**src/rtl/mult_div_unit.sv**
```systemverilog
// Multicycle integer multiply/divide engine driving the HIGH/LOW registers.
// Supports MULT, MULTU, DIV and DIVU. A multiply uses shift-add and a divide
// uses restoring division, one bit per cycle, on operand magnitudes. Sign
// correction is applied when the result is written.
module mult_div_unit #(
  parameter int WIDTH = 32
) (
  input  logic             clk,
  input  logic             rst,       // asynchronous, active-low
  input  logic             start,
  input  logic [1:0]       op,        // 00 MULT, 01 MULTU, 10 DIV, 11 DIVU
  input  logic [WIDTH-1:0] a,
  input  logic [WIDTH-1:0] b,
  output logic             busy,
  output logic             done,
  output logic             div_zero,
  output logic [WIDTH-1:0] hi,
  output logic [WIDTH-1:0] lo
);

  localparam int CW = $clog2(WIDTH + 1);

  typedef enum logic [1:0] {
    IDLE   = 2'd0,
    RUN    = 2'd1,
    FINISH = 2'd2
  } state_t;

  state_t                 r_state, w_next;
  logic [CW-1:0]          r_cnt;
  logic                   r_is_div, r_dz, r_neg_lo, r_neg_hi;
  logic [2*WIDTH-1:0]     r_acc;       // multiply: {partial product, multiplier}
  logic [WIDTH-1:0]       r_rem;       // divide: partial remainder (always < divisor)
  logic [WIDTH-1:0]       r_quo;       // divide: dividend shifting out, quotient in
  logic [WIDTH-1:0]       r_opb;       // multiplicand / divisor magnitude
  logic                   r_done, r_div_zero;
  logic [WIDTH-1:0]       r_hi, r_lo;

  // Operand decode for the start cycle
  logic                   w_signed, w_is_div, w_b_zero, w_a_neg, w_b_neg;
  logic [WIDTH-1:0]       w_mag_a, w_mag_b;

  assign w_signed = ~op[0];
  assign w_is_div = op[1];
  assign w_b_zero = (b == '0);
  assign w_a_neg  = w_signed & a[WIDTH-1];
  assign w_b_neg  = w_signed & b[WIDTH-1];
  assign w_mag_a  = w_a_neg ? -a : a;
  assign w_mag_b  = w_b_neg ? -b : b;

  // One iteration of each algorithm
  logic [WIDTH:0]         w_mul_sum;
  logic [WIDTH:0]         w_div_shift;  // WIDTH+1-bit shifted partial remainder
  logic [WIDTH-1:0]       w_div_diff;
  logic                   w_div_fit;

  assign w_mul_sum   = {1'b0, r_acc[2*WIDTH-1:WIDTH]} + (r_acc[0] ? {1'b0, r_opb} : '0);
  assign w_div_shift = {r_rem, r_quo[WIDTH-1]};
  assign w_div_fit   = (w_div_shift >= {1'b0, r_opb});
  assign w_div_diff  = w_div_shift[WIDTH-1:0] - r_opb;

  // Sign-corrected results
  logic [2*WIDTH-1:0]     w_prod;
  logic [WIDTH-1:0]       w_quo_fin, w_rem_fin;

  assign w_prod    = r_neg_lo ? -r_acc : r_acc;
  assign w_quo_fin = r_neg_lo ? -r_quo : r_quo;
  assign w_rem_fin = r_neg_hi ? -r_rem : r_rem;

  // Divide-by-zero waits one extra cycle in FINISH (r_cnt loaded with 1)
  logic                   w_dz_hold;
  assign w_dz_hold = r_dz && (r_cnt != '0);

  // State register
  // NOTE: sequential state uses non-blocking assignments so every flop samples pre-edge values.
  always_ff @(posedge clk or negedge rst) begin
    if (!rst) r_state <= IDLE;
    else      r_state <= w_next;
  end

  // Next-state decode
  // NOTE: default assigned first so no path leaves w_next unassigned (no latch).
  always_comb begin
    w_next = r_state;
    case (r_state)
      IDLE:    if (start) w_next = (w_is_div && w_b_zero) ? FINISH : RUN;
      RUN:     if (r_cnt == CW'(1)) w_next = FINISH;
      FINISH:  if (!w_dz_hold) w_next = IDLE;
      default: w_next = IDLE;
    endcase
  end

  // Datapath: latch operands, iterate, write hi/lo and pulse done on FINISH
  always_ff @(posedge clk or negedge rst) begin
    if (!rst) begin
      r_cnt      <= '0;
      r_is_div   <= 1'b0;
      r_dz       <= 1'b0;
      r_neg_lo   <= 1'b0;
      r_neg_hi   <= 1'b0;
      r_acc      <= '0;
      r_rem      <= '0;
      r_quo      <= '0;
      r_opb      <= '0;
      r_done     <= 1'b0;
      r_div_zero <= 1'b0;
      r_hi       <= '0;
      r_lo       <= '0;
    end else begin
      r_done     <= 1'b0;
      r_div_zero <= 1'b0;
      case (r_state)
        IDLE: begin
          if (start) begin
            r_is_div <= w_is_div;
            r_dz     <= w_is_div & w_b_zero;
            r_cnt    <= (w_is_div && w_b_zero) ? CW'(1) : CW'(WIDTH);
            r_neg_lo <= w_a_neg ^ w_b_neg;   // product sign / quotient sign
            r_neg_hi <= w_a_neg;             // remainder follows the dividend
            r_acc    <= {{WIDTH{1'b0}}, w_mag_a};
            r_rem    <= '0;
            r_quo    <= w_mag_a;
            r_opb    <= w_mag_b;
          end
        end
        RUN: begin
          r_cnt <= r_cnt - CW'(1);
          if (r_is_div) begin
            r_rem <= w_div_fit ? w_div_diff : w_div_shift[WIDTH-1:0];
            r_quo <= {r_quo[WIDTH-2:0], w_div_fit};
          end else begin
            r_acc <= {w_mul_sum, r_acc[WIDTH-1:1]};
          end
        end
        FINISH: begin
          if (w_dz_hold) begin
            r_cnt <= r_cnt - CW'(1);
          end else begin
            r_done <= 1'b1;
            if (r_dz) begin
              r_div_zero <= 1'b1;
            end else if (r_is_div) begin
              r_hi <= w_rem_fin;
              r_lo <= w_quo_fin;
            end else begin
              r_hi <= w_prod[2*WIDTH-1:WIDTH];
              r_lo <= w_prod[WIDTH-1:0];
            end
          end
        end
        default: ;
      endcase
    end
  end

  assign busy     = (r_state != IDLE);
  assign done     = r_done;
  assign div_zero = r_div_zero;
  assign hi       = r_hi;
  assign lo       = r_lo;

endmodule

```
**config.mk**
```make
export PLATFORM = sky130hd
export DESIGN_NAME = mult_div_unit
export DESIGN_NICKNAME = d
export VERILOG_FILES = /design/src/rtl/mult_div_unit.sv
export SDC_FILE = /design/constraint.sdc
export NUM_CORES = 1
export LEC_CHECK = 0
export ABC_CLOCK_PERIOD_IN_PS = 9600
export CAP_MARGIN = 20
export CORE_UTILIZATION = 38
export DETAILED_ROUTE_END_ITERATION = 10
export SLEW_MARGIN = 20
export SYNTH_ARGS = -nofsm -noshare
export SYNTH_HDL_FRONTEND = slang
export SYNTH_SLANG_ARGS = --single-unit
```
**constraint.sdc**
```tcl
create_clock -name clk -period 9.6 [get_ports clk]
set_clock_uncertainty 0.2 [all_clocks]
set_input_delay 1.44 -clock clk [delete_from_list [all_inputs] [get_ports clk]]
set_output_delay 1.44 -clock clk [all_outputs]
set_load 0.05 [all_outputs]
```
==> impl_metrics.toml <==
[outcome]
status = "finished, final reports clean"

[placed_design]
numPortBuffers = 135
hpwl_microns = 42700
gp_congestion = 0.932
place_area_sq_um = 19500
pre_cts_slack_ps = 4780

[grt]
antenna_found_initial = 1
grt_util_all_layers_pct = 23.7
grt_max_degree = 123
gr-total-overflow = 0
grt_pass1_vias = 15400
grt_pass1_wl_microns = 88700

[clock_tree]
post-cts-setup-buffer-count = 0
post_cts_resized = 0
cts_tree = "yes"
clk_pin_slew_ps = 60
cts.hold.buffers_added = 0
cts_sinks = 238
cts_made_buffers = 29
htree_levels = 1
clockBufferDepth = 3
cts_root_buffer = "clkbuf_16"
clk_latency_ps = 570

[worst_setup_path]
ff2ff_setup_slack_ps = 5410
path_delay_family = "simple AND/OR/NAND/NOR gates"
worstReg2RegStart = "r_acc[0]"
criticalPathCategory = "in -> reg"
cp_num_buf_inv = 1
reg2reg_to = "r_acc[63]"
slowest_stage = "nor4_1"
cp_max_fo = 5
path_cells = "clkdlybuf4s50_1, nor3_1, nand2b_1, nor4_1, and3_1, nand2_1, or3_1, o41ai_1, xor2_1, o21ai_0"
ff2ff_path_depth = 11
critPathLaunchType = "primary input"
end_kind = "flop"
slowest_delay_ps = 630
required_ps = 9830
worstPathArrival_ps = 4510

[synthesis]
synth.net_count = 2348
netlist_area_sq_um = 17700
async_flop_share_pct = 100
synth-main-ff-cell = "dfrtp_1"
avgSynthCellArea_sq_um = 8.05
synth_edf_count = 0
synth.most_common_cell = "nand2_1"
synth_commonest_cells = "nand2_1, dfrtp_1, o21ai_0"
yosys.area.top_type = "dfrtp_1"
yosys_warnings = 0
seq_area_frac_synth_pct = 33.6
synthTopCellsByArea = "dfrtp_1, nand2_1, o21ai_0"
syn_inst = 2201
yosysUniqueCellTypes = 77
synth.top_cell.area_share_pct = 33.6
ys_ff_latch = 238

[power]
powerDensity_nw_per_um2 = 342
peakVddDrop_mv = 0.200
p_int_w = 0.00344
p_seq_share_pct = 27.5
p_clk_share_pct = 15.1
swShare_pct = 50.7
pwr-share-comb_pct = 57.5
p_leak_nw = 8.81
switching_power_w = 0.00354

[floorplanning]
dieArea_sq_um = 47500
rows = 78
io_pins = 136
start_util_pct = 38.8
die_h_microns = 218
dieWidth_microns = 218
core_sq_um = 45700

[timing]
max_slew_margin_pct = 27.9
tns_ps = 0
max_freq_mhz = 233
max_slew.worst_pin.slew_ps = 1080
rsz0062_at_grt = "no"
finalCritPeriodShare_pct = 44.6
hold_ws_ps = 278
fin_ws_ps = 5320
min_period_ps = 4280
maxSlewViolCount = 0
finalSetupViolations = 0
hold_viol = 0

[final_layout]
drive_above_1_share_pct = 4.03
area_growth_pct = 15.2
stdcell_area_sq_um = 20400
nNetsFinal = 2413
postLayoutCoreUtil_pct = 44.7
regArea_sq_um = 5960
multiInputGateArea_sq_um = 11000
fillers = 4522

[detailed_routing]
ant_nets = 0
drt_iter0_drc = 1328
drc = 0
dr.pass1.iters = 5
viasPerCell = 5.71
wirelength_microns = 56400
routedWlPerCell_microns = 19.6
vias = 16500

[worst_hold_path]
min_to = "hi[3]"
hold_path.class = "reg -> reg"
holdPathStages = 2
hp-start = "hi[3]"

[job]
timing.max_cap.violations = 0
layout by cell type, fill, tap and decap left out, types with 11 or more instances in the layout:
master           count
a22o_1              29
xor2_1             101
inv_1               81
o21bai_1            13
or3_1               25
nand2b_1            21
or4_1               18
o21ai_0            226
dfrtp_1            236
nor3_1              38
o221ai_1            11
a21oi_1            152
buf_4               12
a31oi_1             14
ha_1                75
nor2b_1             62
nand3_1             37
o31ai_1             99
nor4_1              22
o41ai_1             17
nand2_1            312
mux2i_1             13
a211oi_1            11
nor2_1             176
clkbuf_16           29
clkdlybuf4s50_1    134
a21o_1              26
xnor2_1            124
cells by family (layout without fill, tap and decap cells):
logic type | after synthesis | after routing | share of synthesized area (%)
buffers and inverters | 195 | 278 | 4.19
AO/OA/AOI/OAI | 674 | 674 | 23.9
multiplexers | 16 | 16 | 0.989
XOR/XNOR | 225 | 225 | 11.1
other | 0 | 1 | 0
AND/OR/NAND/NOR | 775 | 775 | 20.5
adder cells (fa/ha/maj) | 78 | 78 | 5.59
flip-flops | 238 | 238 | 33.6
worst max path at each step:
stage,from,end,slack (ps),cells past startpoint
after floorplan,b[0],r_opb[30],5820,10
final,b[2],r_opb[30],5320,10
after detailed placement,b[2],r_opb[30],4780,10
after CTS,r_rem[0],r_rem[11],5280,10
after global routing,b[2],r_opb[30],4960,10
after global placement,b[2],r_opb[30],4910,10
state kept, by name (all words and copies together), names as in the netlist, 2 cells and up:
signal,count
hi,32
lo,32
r_acc,64
r_cnt,6
r_opb,32
r_quo,32
r_rem,32
r_state,2
layout make-up:
class	count	share of cell area (%)
Antenna cell	1	0.0123
Tap cell	600	3.68
Clock buffer	41	4.12
Sequential cell	238	29.2
Inverter	82	1.51
Timing Repair Buffer	147	7.09
Clock inverter	8	0.252
Multi-Input combinational cell	1768	54.1
power by group through the flow:
stage	clock, W	sequential [W]	combinational (W)
detailed placement	0	0.00193	0.00398
floorplan	0	0.00212	0.00255
global route	0.00112	0.00198	0.00441
finish	0.00105	0.00192	0.00401
global placement	0	0.00191	0.00392
CTS	0.00108	0.00191	0.00399
routing by layer:
layer	wire, microns	share of wire (%)	vias to the layer above	GRT usage (%)
met2	23600	42	497	34.9
li1	-	-	7979	-
met3	3590	6.4	62	3.31
met1	28200	50	7947	36.4
met4	1020	1.8	0	5.06
met5	0	0	-	0
stage by stage:
| stage | power (W) | std cells |
|---|---|---|
| 5_1_grt | 0.00751 | 2885 |
| 6_report | 0.00698 | 2885 |
| 2_1_floorplan | 0.00467 | 2201 |
| 4_1_cts | 0.00698 | 2884 |
| 3_3_place_gp | 0.00583 | 2835 |
| 3_5_place_dp | 0.00591 | 2835 |
tightest hold or removal path, delay by kind of cell, from the launching register on:
family	cells	cell delay (ps)
flops	1	340
simple gates	2	100
Power figures use the tool's default switching activity.
